<file path="src/rtl/sum_accumulator.sv">
// sum_accumulator: accumulates NUM_SAMPLES 5-bit operands {c_out,sum} with ready/valid handshakes; define ACC_SAT_EN to saturate instead of wrap on overflow.
module sum_accumulator #(
    parameter int NUM_SAMPLES = 4,
    parameter int ACC_W       = 8
) (
    input  logic             clk,
    input  logic             rst_n,
    input  logic             in_valid,
    output logic             in_ready,
    input  logic [3:0]       sum,
    input  logic             c_out,
    input  logic             clear,
    output logic             out_valid,
    input  logic             out_ready,
    output logic [ACC_W-1:0] acc_out,
    output logic             overflow,
    output logic [3:0]       count
);
    typedef enum logic [1:0] {IDLE, ACCUM, DONE} state_t;

    localparam logic [3:0] LAST = 4'(NUM_SAMPLES);

    state_t           state, state_nx;
    logic [ACC_W-1:0] acc_nx;
    logic             ovf_nx;
    logic [3:0]       cnt_nx;
    logic [ACC_W-1:0] operand;
    logic [ACC_W:0]   total;
    logic             accept;

    assign operand   = ACC_W'({c_out, sum});
    assign total     = {1'b0, acc_out} + {1'b0, operand};
    assign in_ready  = state != DONE;
    assign out_valid = state == DONE;
    assign accept    = in_valid && in_ready && !clear;

    // next-state and datapath: clear beats handshake, handshake beats nothing else in DONE, accepts load or add
    always_comb begin
        state_nx = state;
        acc_nx   = acc_out;
        ovf_nx   = overflow;
        cnt_nx   = count;
        if (clear || (state == DONE && out_ready)) begin
            state_nx = IDLE;
            acc_nx   = '0;
            ovf_nx   = 1'b0;
            cnt_nx   = '0;
        end else if (accept) begin
            cnt_nx = state == IDLE ? 4'd1 : count + 4'd1;
            if (state == IDLE) begin
                acc_nx = operand;
                ovf_nx = 1'b0;
            end else begin
                ovf_nx = overflow | total[ACC_W];
`ifdef ACC_SAT_EN
                acc_nx = total[ACC_W] ? '1 : total[ACC_W-1:0];
`else
                acc_nx = total[ACC_W-1:0];
`endif
            end
            state_nx = cnt_nx == LAST ? DONE : ACCUM;
        end
    end

    // state and result registers, cleared asynchronously by reset
    always_ff @(posedge clk or negedge rst_n) begin
        if (!rst_n) begin
            state    <= IDLE;
            acc_out  <= '0;
            overflow <= 1'b0;
            count    <= '0;
        end else begin
            state    <= state_nx;
            acc_out  <= acc_nx;
            overflow <= ovf_nx;
            count    <= cnt_nx;
        end
    end
endmodule
</file>
<file path="config.mk">
export PLATFORM = sky130hd
export DESIGN_NAME = sum_accumulator
export DESIGN_NICKNAME = d
export VERILOG_FILES = /design/src/rtl/sum_accumulator.sv
export SDC_FILE = /design/constraint.sdc
export NUM_CORES = 1
export LEC_CHECK = 0
export CAP_MARGIN = 30
export CELL_PAD_IN_SITES_DETAIL_PLACEMENT = 0
export CELL_PAD_IN_SITES_GLOBAL_PLACEMENT = 1
export CORE_MARGIN = 2
export CORE_UTILIZATION = 32
export CTS_BUF_LIST = sky130_fd_sc_hd__clkbuf_16
export DETAILED_ROUTE_END_ITERATION = 6
export PLACE_DENSITY = 0.73
export RECOVER_POWER = 25
export SLEW_MARGIN = 10
export SYNTH_ARGS = -nofsm -noshare
export SYNTH_HDL_FRONTEND = slang
export SYNTH_SLANG_ARGS = --single-unit
</file>
<file path="constraint.sdc">
create_clock -name clk -period 1.84 [get_ports clk]
set_clock_uncertainty 0.05 [all_clocks]
set_input_delay 0.552 -clock clk [delete_from_list [all_inputs] [get_ports clk]]
set_output_delay 0.552 -clock clk [all_outputs]
set_load 0.02 [all_outputs]
</file>
==> qor.yml, run 1 <==
drv_slew: 0
hpwlAfterDp_um: 1890
place_area_sq_um: 1400
globalplace.congestion: 0.828
min_period_ns: 1.79
timing.rr.start: "acc_out[1]"
switching_share_pct: 26.9
worstSetupStartpointType: "input port"
fp.dieW_um: 58.9
setup_viol: 0
ant_nets: 0
cts_buffer_depth: 2
worst_pin_slew_ns: 0.896
nets: 163
grt_start_max_net_pins: 16
relSlewSlack_pct: 40.3
tritoncts: "built"
grt_pass1_vias: 964
synth_area_per_cell_sq_um: 9.83
hold_buffers: 0
antenna_found_initial: 0
async_flop_share_pct: 100
clkPwrFrac_pct: 42.2
p_leak_uw: 0.000713
cp_max_fo: 5
reg2regPathDepth: 6
grt_first_pass_wirelength_um: 4460
finalWorstSetupSlack_ns: 0.0460
ys_warn_count: 0
place_ws_ns: -0.651
synth_edf_count: 0
drt_iter0_markers: 21
synth_area_leaders: "dfrtp_1 (39%), ha_1 (7.8%), o21ai_0 (5.7%)"
die_y_um: 58.9
htreeDepth: 1
final.setup.tns_ns: 0
worstSetupEndpoint: "acc_out[7]"
via_count: 926
rrSetupSlack_ns: 0.05
ctsRootBufferMaster: "clkbuf_16"
fill_cells: 275
ir_worst_vdd_mv: 0.408
synth_area_sq_um: 963
r2r-end: "acc_out[7]"
combPwrFrac_pct: 22.9
synth_top_cell_by_area: "dfrtp_1"
clk_latency_ns: 0.25
cts_buffers: 3
fmax_ghz: 0.557
cts_sinks: 15
fin_crit_sh_pct: 97.5
p_switching_uw: 280
crit_required_ns: 1.97
internal_power_uw: 759
io_pins: 25
pwr-share-seq_pct: 34.9
crit_arrival_ns: 1.92
io_buffers: 24
cp-end-kind: "flop"
yosysSeqAreaShare_pct: 39.0
drt-total-wl_um: 2550
power_density_nw_per_um2: 688
netlist_instances: 98
dieArea_sq_um: 3470
min-delay-path-class: "flop to flop"
drt_pass1_iterations: 6
status: "finished, violations left"
maxCapViolCount: 0
syn_to_final_growth_pct: 56.8
syn_nets: 115
violations: "DRC"
routedWlPerCell_um: 14.5
critical_path_class: "input port to flop"
ys_ff_latch: 15
diodes: 0
yosysUniqueCellTypes: 34
rsz0062_at_grt: "yes"
final_hold_viol_count: 0
synth_flop_cell: "dfrtp_1"
multiInputGateArea_sq_um: 638
start_util_pct: 34.3
seqCellArea_sq_um: 377
drive_above_1_share_pct: 31.7
clkTransAtPathRegs_ns: 0.05
via_per_inst: 5.26
stdcell_area_sq_um: 1510
num_rows: 19
overflow: 0
core-area_sq_um: 2810
grt_usage_pct: 17.2
startpoint: "out_ready"
synth_top_area_share_pct: 39.0
drc_errors: 1
==> worst min-delay path by stage <==
stage | startpoint | end | slack [ns] | cells after the start
floorplan | rst_n | acc_out[0] | 0.21 | 0
global placement | overflow | overflow | 0.46 | 2
detailed placement | overflow | overflow | 0.47 | 2
CTS | overflow | overflow | 0.48 | 2
global route | overflow | overflow | 0.50 | 2
finish | overflow | overflow | 0.47 | 2
==> Yosys cell counts, types with 3 or more instances <==
cell type	count
nor2b_1	3
o21ai_0	11
nand2_1	7
xor2_1	3
nor2_1	6
ha_1	6
a21oi_1	6
dfrtp_1	15
inv_1	5
a22o_1	4
==> layout by cell type (no fill, tap or decap), types with 2 or more instances in the layout <==
| cell | Yosys | routed |
|---|---|---|
| nand3_1 | 2 | 2 |
| o21bai_1 | 2 | 2 |
| xor2_1 | 3 | 3 |
| a21oi_1 | 6 | 5 |
| nor2_1 | 6 | 6 |
| nand2_1 | 7 | 7 |
| a22o_1 | 4 | 4 |
| clkdlybuf4s50_1 | 0 | 3 |
| ha_4 | 0 | 5 |
| or4_1 | 2 | 2 |
| dfrtp_1 | 15 | 14 |
| o21ai_0 | 11 | 10 |
| dlygate4sd2_1 | 0 | 14 |
| mux2i_1 | 2 | 2 |
| inv_1 | 5 | 4 |
| clkbuf_2 | 0 | 2 |
| buf_4 | 0 | 19 |
| clkbuf_16 | 0 | 3 |
| nor2b_1 | 3 | 2 |
| nor3_1 | 2 | 2 |
| nand2b_1 | 2 | 2 |
| buf_2 | 0 | 3 |
==> per-layer routing <==
layer  global-route usage [%]  routed length, um
met1                     21.5               1190
met5                        0                  0
met4                     4.55                 16
met3                     5.27                134
met2                     28.7               1200
==> critical path, cell delays in order <==
cell and delay (ns):
clkdlybuf4s50_1 0.48, and3b_2 0.22, a211oi_4 0.06, or4_1 0.48, a21oi_1 0.13
==> flip-flops by register name, indices dropped and copies added (netlist names) <==
name and count:
state 2, overflow 1, acc_out 8, count 4
==> cell families (layout without fill, tap and decap cells) <==
logic type	Yosys count	in the layout	share of synthesized area, %
multiplexers	2	2	2.08
flip-flops	15	15	39.0
buffers and inverters	7	54	4.29
XOR/XNOR	4	4	3.64
AO/OA/AOI/OAI	36	36	26.4
AND/OR/NAND/NOR	27	27	14.8
adder cells (fa/ha/maj)	7	7	9.87
==> cell type report <==
cell class / count / area share [%]
multi-input combinational: 76 / 42.3
sequential: 15 / 24.9
timing repair buffer: 45 / 23.7
clock buffer: 3 / 4.97
tap: 31 / 2.57
inverter: 5 / 1.24
clock inverter: 1 / 0.331
==> power by group through the flow <==
stage / Clock [uW] / Combinational [uW] / Sequential [uW]
2_1_floorplan: 0 / 104 / 378
3_3_place_gp: 0 / 219 / 365
3_5_place_dp: 0 / 221 / 366
4_1_cts: 444 / 216 / 362
5_1_grt: 460 / 264 / 365
6_report: 438 / 237 / 363
==> timing repair <==
action                                  CTS  global route
setup buffers                             0             4
resized for setup                        28            13
pin swaps                                10             8
gates cloned                              0             0
endpoints found under the setup margin   22             7
==> stage by stage <==
stage / hold slack (ns) / instances / total power [uW] / util [%]
2_1_floorplan: 0.206 / 98 / 482 / -
3_3_place_gp: 0.458 / 168 / 584 / 49.9
3_5_place_dp: 0.470 / 168 / 587 / 49.9
4_1_cts: 0.478 / 172 / 1020 / 52.5
5_1_grt: 0.505 / 176 / 1090 / 53.8
6_report: 0.472 / 176 / 1040 / 53.8
No activity file was read; power rests on OpenSTA's default activity.
==> inputs of run 2 (changes only) <==
Settings changed: GPL_ROUTABILITY_DRIVEN set to 0, REMOVE_ABC_BUFFERS set to 1.
==> run 2 against run 1 <==
  * The flow still finishes with violations (DRC)
  * Sequential share of layout area down 1.5 points
  * Highest routed layer unchanged
  * Total power decreased by 0.45%
  * Count of clock-buffer cells in the layout did not move
  * Non-clock buffer count increased by 7
  * Register-to-register slack worse by 0.04 ns
  * Global-route usage up 0.40 points
  * Combinational power is 8% higher
  * Sequential cell count stayed put
  * First-iteration DRC count decreased by 14%
==> qor.yml, run 2 (synthesized netlist as in run 1, its figures left out) <==
drv_slew: 0
final_cell_mix: "buf_4 (25), dfrtp_1 (15), dlygate4sd2_1 (13)"
switching_share_pct: 25.9
grt_pass1_vias: 1027
cpPeakStageDelay_ns: 0.51
overflow: 0
rrSetupSlack_ns: 0.009
start_util_pct: 34.3
r2r-end: "acc_out[7]"
clkPwrFrac_pct: 40.4
ctsRootBufferMaster: "clkbuf_16"
drc_errors: 2
path_cells: "ha_4 -> a211oi_2 -> o21bai_1 -> a21oi_2 -> or4_1 -> a21oi_2"
drt-total-wl_um: 2730
rsz0062_at_grt: "yes"
hpwlAfterDp_um: 2010
min-delay-path-class: "flop to flop"
io_pins: 25
report.power.total_uw: 1030
fmax_ghz: 0.546
post-route-util_pct: 57.1
cp-end-kind: "flop"
crit_arrival_ns: 1.96
status: "finished, violations left"
drive_above_1_share_pct: 36.8
ant_nets: 0
diodes: 0
worst_pin_slew_ns: 0.860
worstSetupStartpointType: "flop"
via_per_inst: 5.27
critical_path_class: "flop to flop"
cts_buffers: 3
startpoint: "acc_out[1]"
routedWlPerCell_um: 14.9
cts_buffer_depth: 2
setup_viol: 0
largest_reg_flops: 8
hold_depth: 2
fin_crit_sh_pct: 99.5
relSlewSlack_pct: 42.6
crit_required_ns: 1.96
pwr-share-seq_pct: 34.9
drt_iter0_markers: 18
top_regs: "acc_out x8, count x4, state x2"
reg2regPathDepth: 6
largest-register: "acc_out"
grt_usage_pct: 17.6
dieArea_sq_um: 3470
core-area_sq_um: 2810
fp.dieW_um: 58.9
nets: 170
drt_pass1_iterations: 5
io_buffers: 24
grt_first_pass_wirelength_um: 4640
internal_power_uw: 766
grt_start_max_net_pins: 16
crit_slowest_cell: "or4_1"
combPwrFrac_pct: 24.8
tritoncts: "built"
via_count: 965
p_leak_uw: 0.000771
final_cells: 183
whs_ns: 0.472
clkTransAtPathRegs_ns: 0.05
num_rows: 19
violations: "DRC"
ir_worst_vdd_mv: 0.696
hold_buffers: 0
crit_family: "compound AO/OA/AOI/OAI gates"
place_ws_ns: -0.698
final_common_cell: "buf_4"
power_density_nw_per_um2: 645
clk_latency_ns: 0.24
hold_end: "overflow"
maxCapViolCount: 0
critPathMostFrequentCell: "a21oi_2"
syn_to_final_growth_pct: 66.2
fill_cells: 269
final_hold_viol_count: 0
place_inst: 177
cp_max_fo: 3
finalWorstSetupSlack_ns: 0.00900
timing.rr.start: "acc_out[1]"
antenna_found_initial: 0
die_y_um: 58.9
cts_sinks: 15
htreeDepth: 1
min_period_ns: 1.83
hp-start: "overflow"
path_buf_inv: 0
p_switching_uw: 267
run 2: cell types whose count changed in the layout (fill, tap and decap cells not counted), sizes merged:
cell	change
clkinv	-1
clkbuf	-1
dlygate4sd2	-1
buf	+8
dlymetal6s2s	+1
inv	+1
run 2: what timing repair did:
| item | in CTS | in global routing |
|---|---|---|
| setup buffers | 1 | 1 |
| pin swaps | 10 | 16 |
| setup endpoints to repair | 22 | 9 |
| gates resized for setup | 39 | 18 |
| cloned | 0 | 0 |
run 2: layout make-up:
type,instances,area (sq um),share of cell area (%)
clock buffer,3,75.1,4.69
clock inverter,1,3.75,0.234
inverter,5,18.8,1.17
multi-input combinational,76,657,41.0
sequential,15,375,23.4
tap,31,38.8,2.42
timing repair buffer,52,433,27.0
run 2: how the worst max path moves through the flow:
stage                            end  slack [ns]  depth (start not counted)
final                     acc_out[7]       0.009                          6
after global routing      acc_out[7]       -0.10                          6
after CTS                 acc_out[5]       -0.03                          8
after detailed placement  acc_out[6]       -0.70                          9
after global placement    acc_out[6]       -0.62                          9
after floorplan           acc_out[6]       -0.12                          8
run 2: power groups by stage:
| stage | sequential (uW) | combinational (uW) | clock [uW] |
|---|---|---|---|
| after global placement | 361 | 223 | 0 |
| after global routing | 363 | 285 | 447 |
| after detailed placement | 362 | 228 | 0 |
| final | 361 | 256 | 417 |
| after floorplan | 379 | 83.8 | 0 |
| after CTS | 360 | 240 | 428 |
run 2: tightest hold or removal path, stage by stage, from the launching register on:
cell and delay (ns):
dfrtp_1 0.37, inv_1 0.05, a21oi_1 0.05
run 2: metal layers:
layer / up-vias / global-route usage (%) / share of wire [%]
li1: 470 / - / -
met1: 469 / 22.2 / 43
met2: 22 / 30.5 / 51
met3: 4 / 4.84 / 4.5
met4: 0 / 2.92 / 0.84
met5: - / 0 / 0
run 2: metrics by stage:
stage	setup TNS [ns]	cell area, sq um
floorplan	-0.276	941
global placement	-4.95	1420
detailed placement	-5.51	1420
CTS	-0.0349	1550
global route	-0.204	1600
finish	0	1600
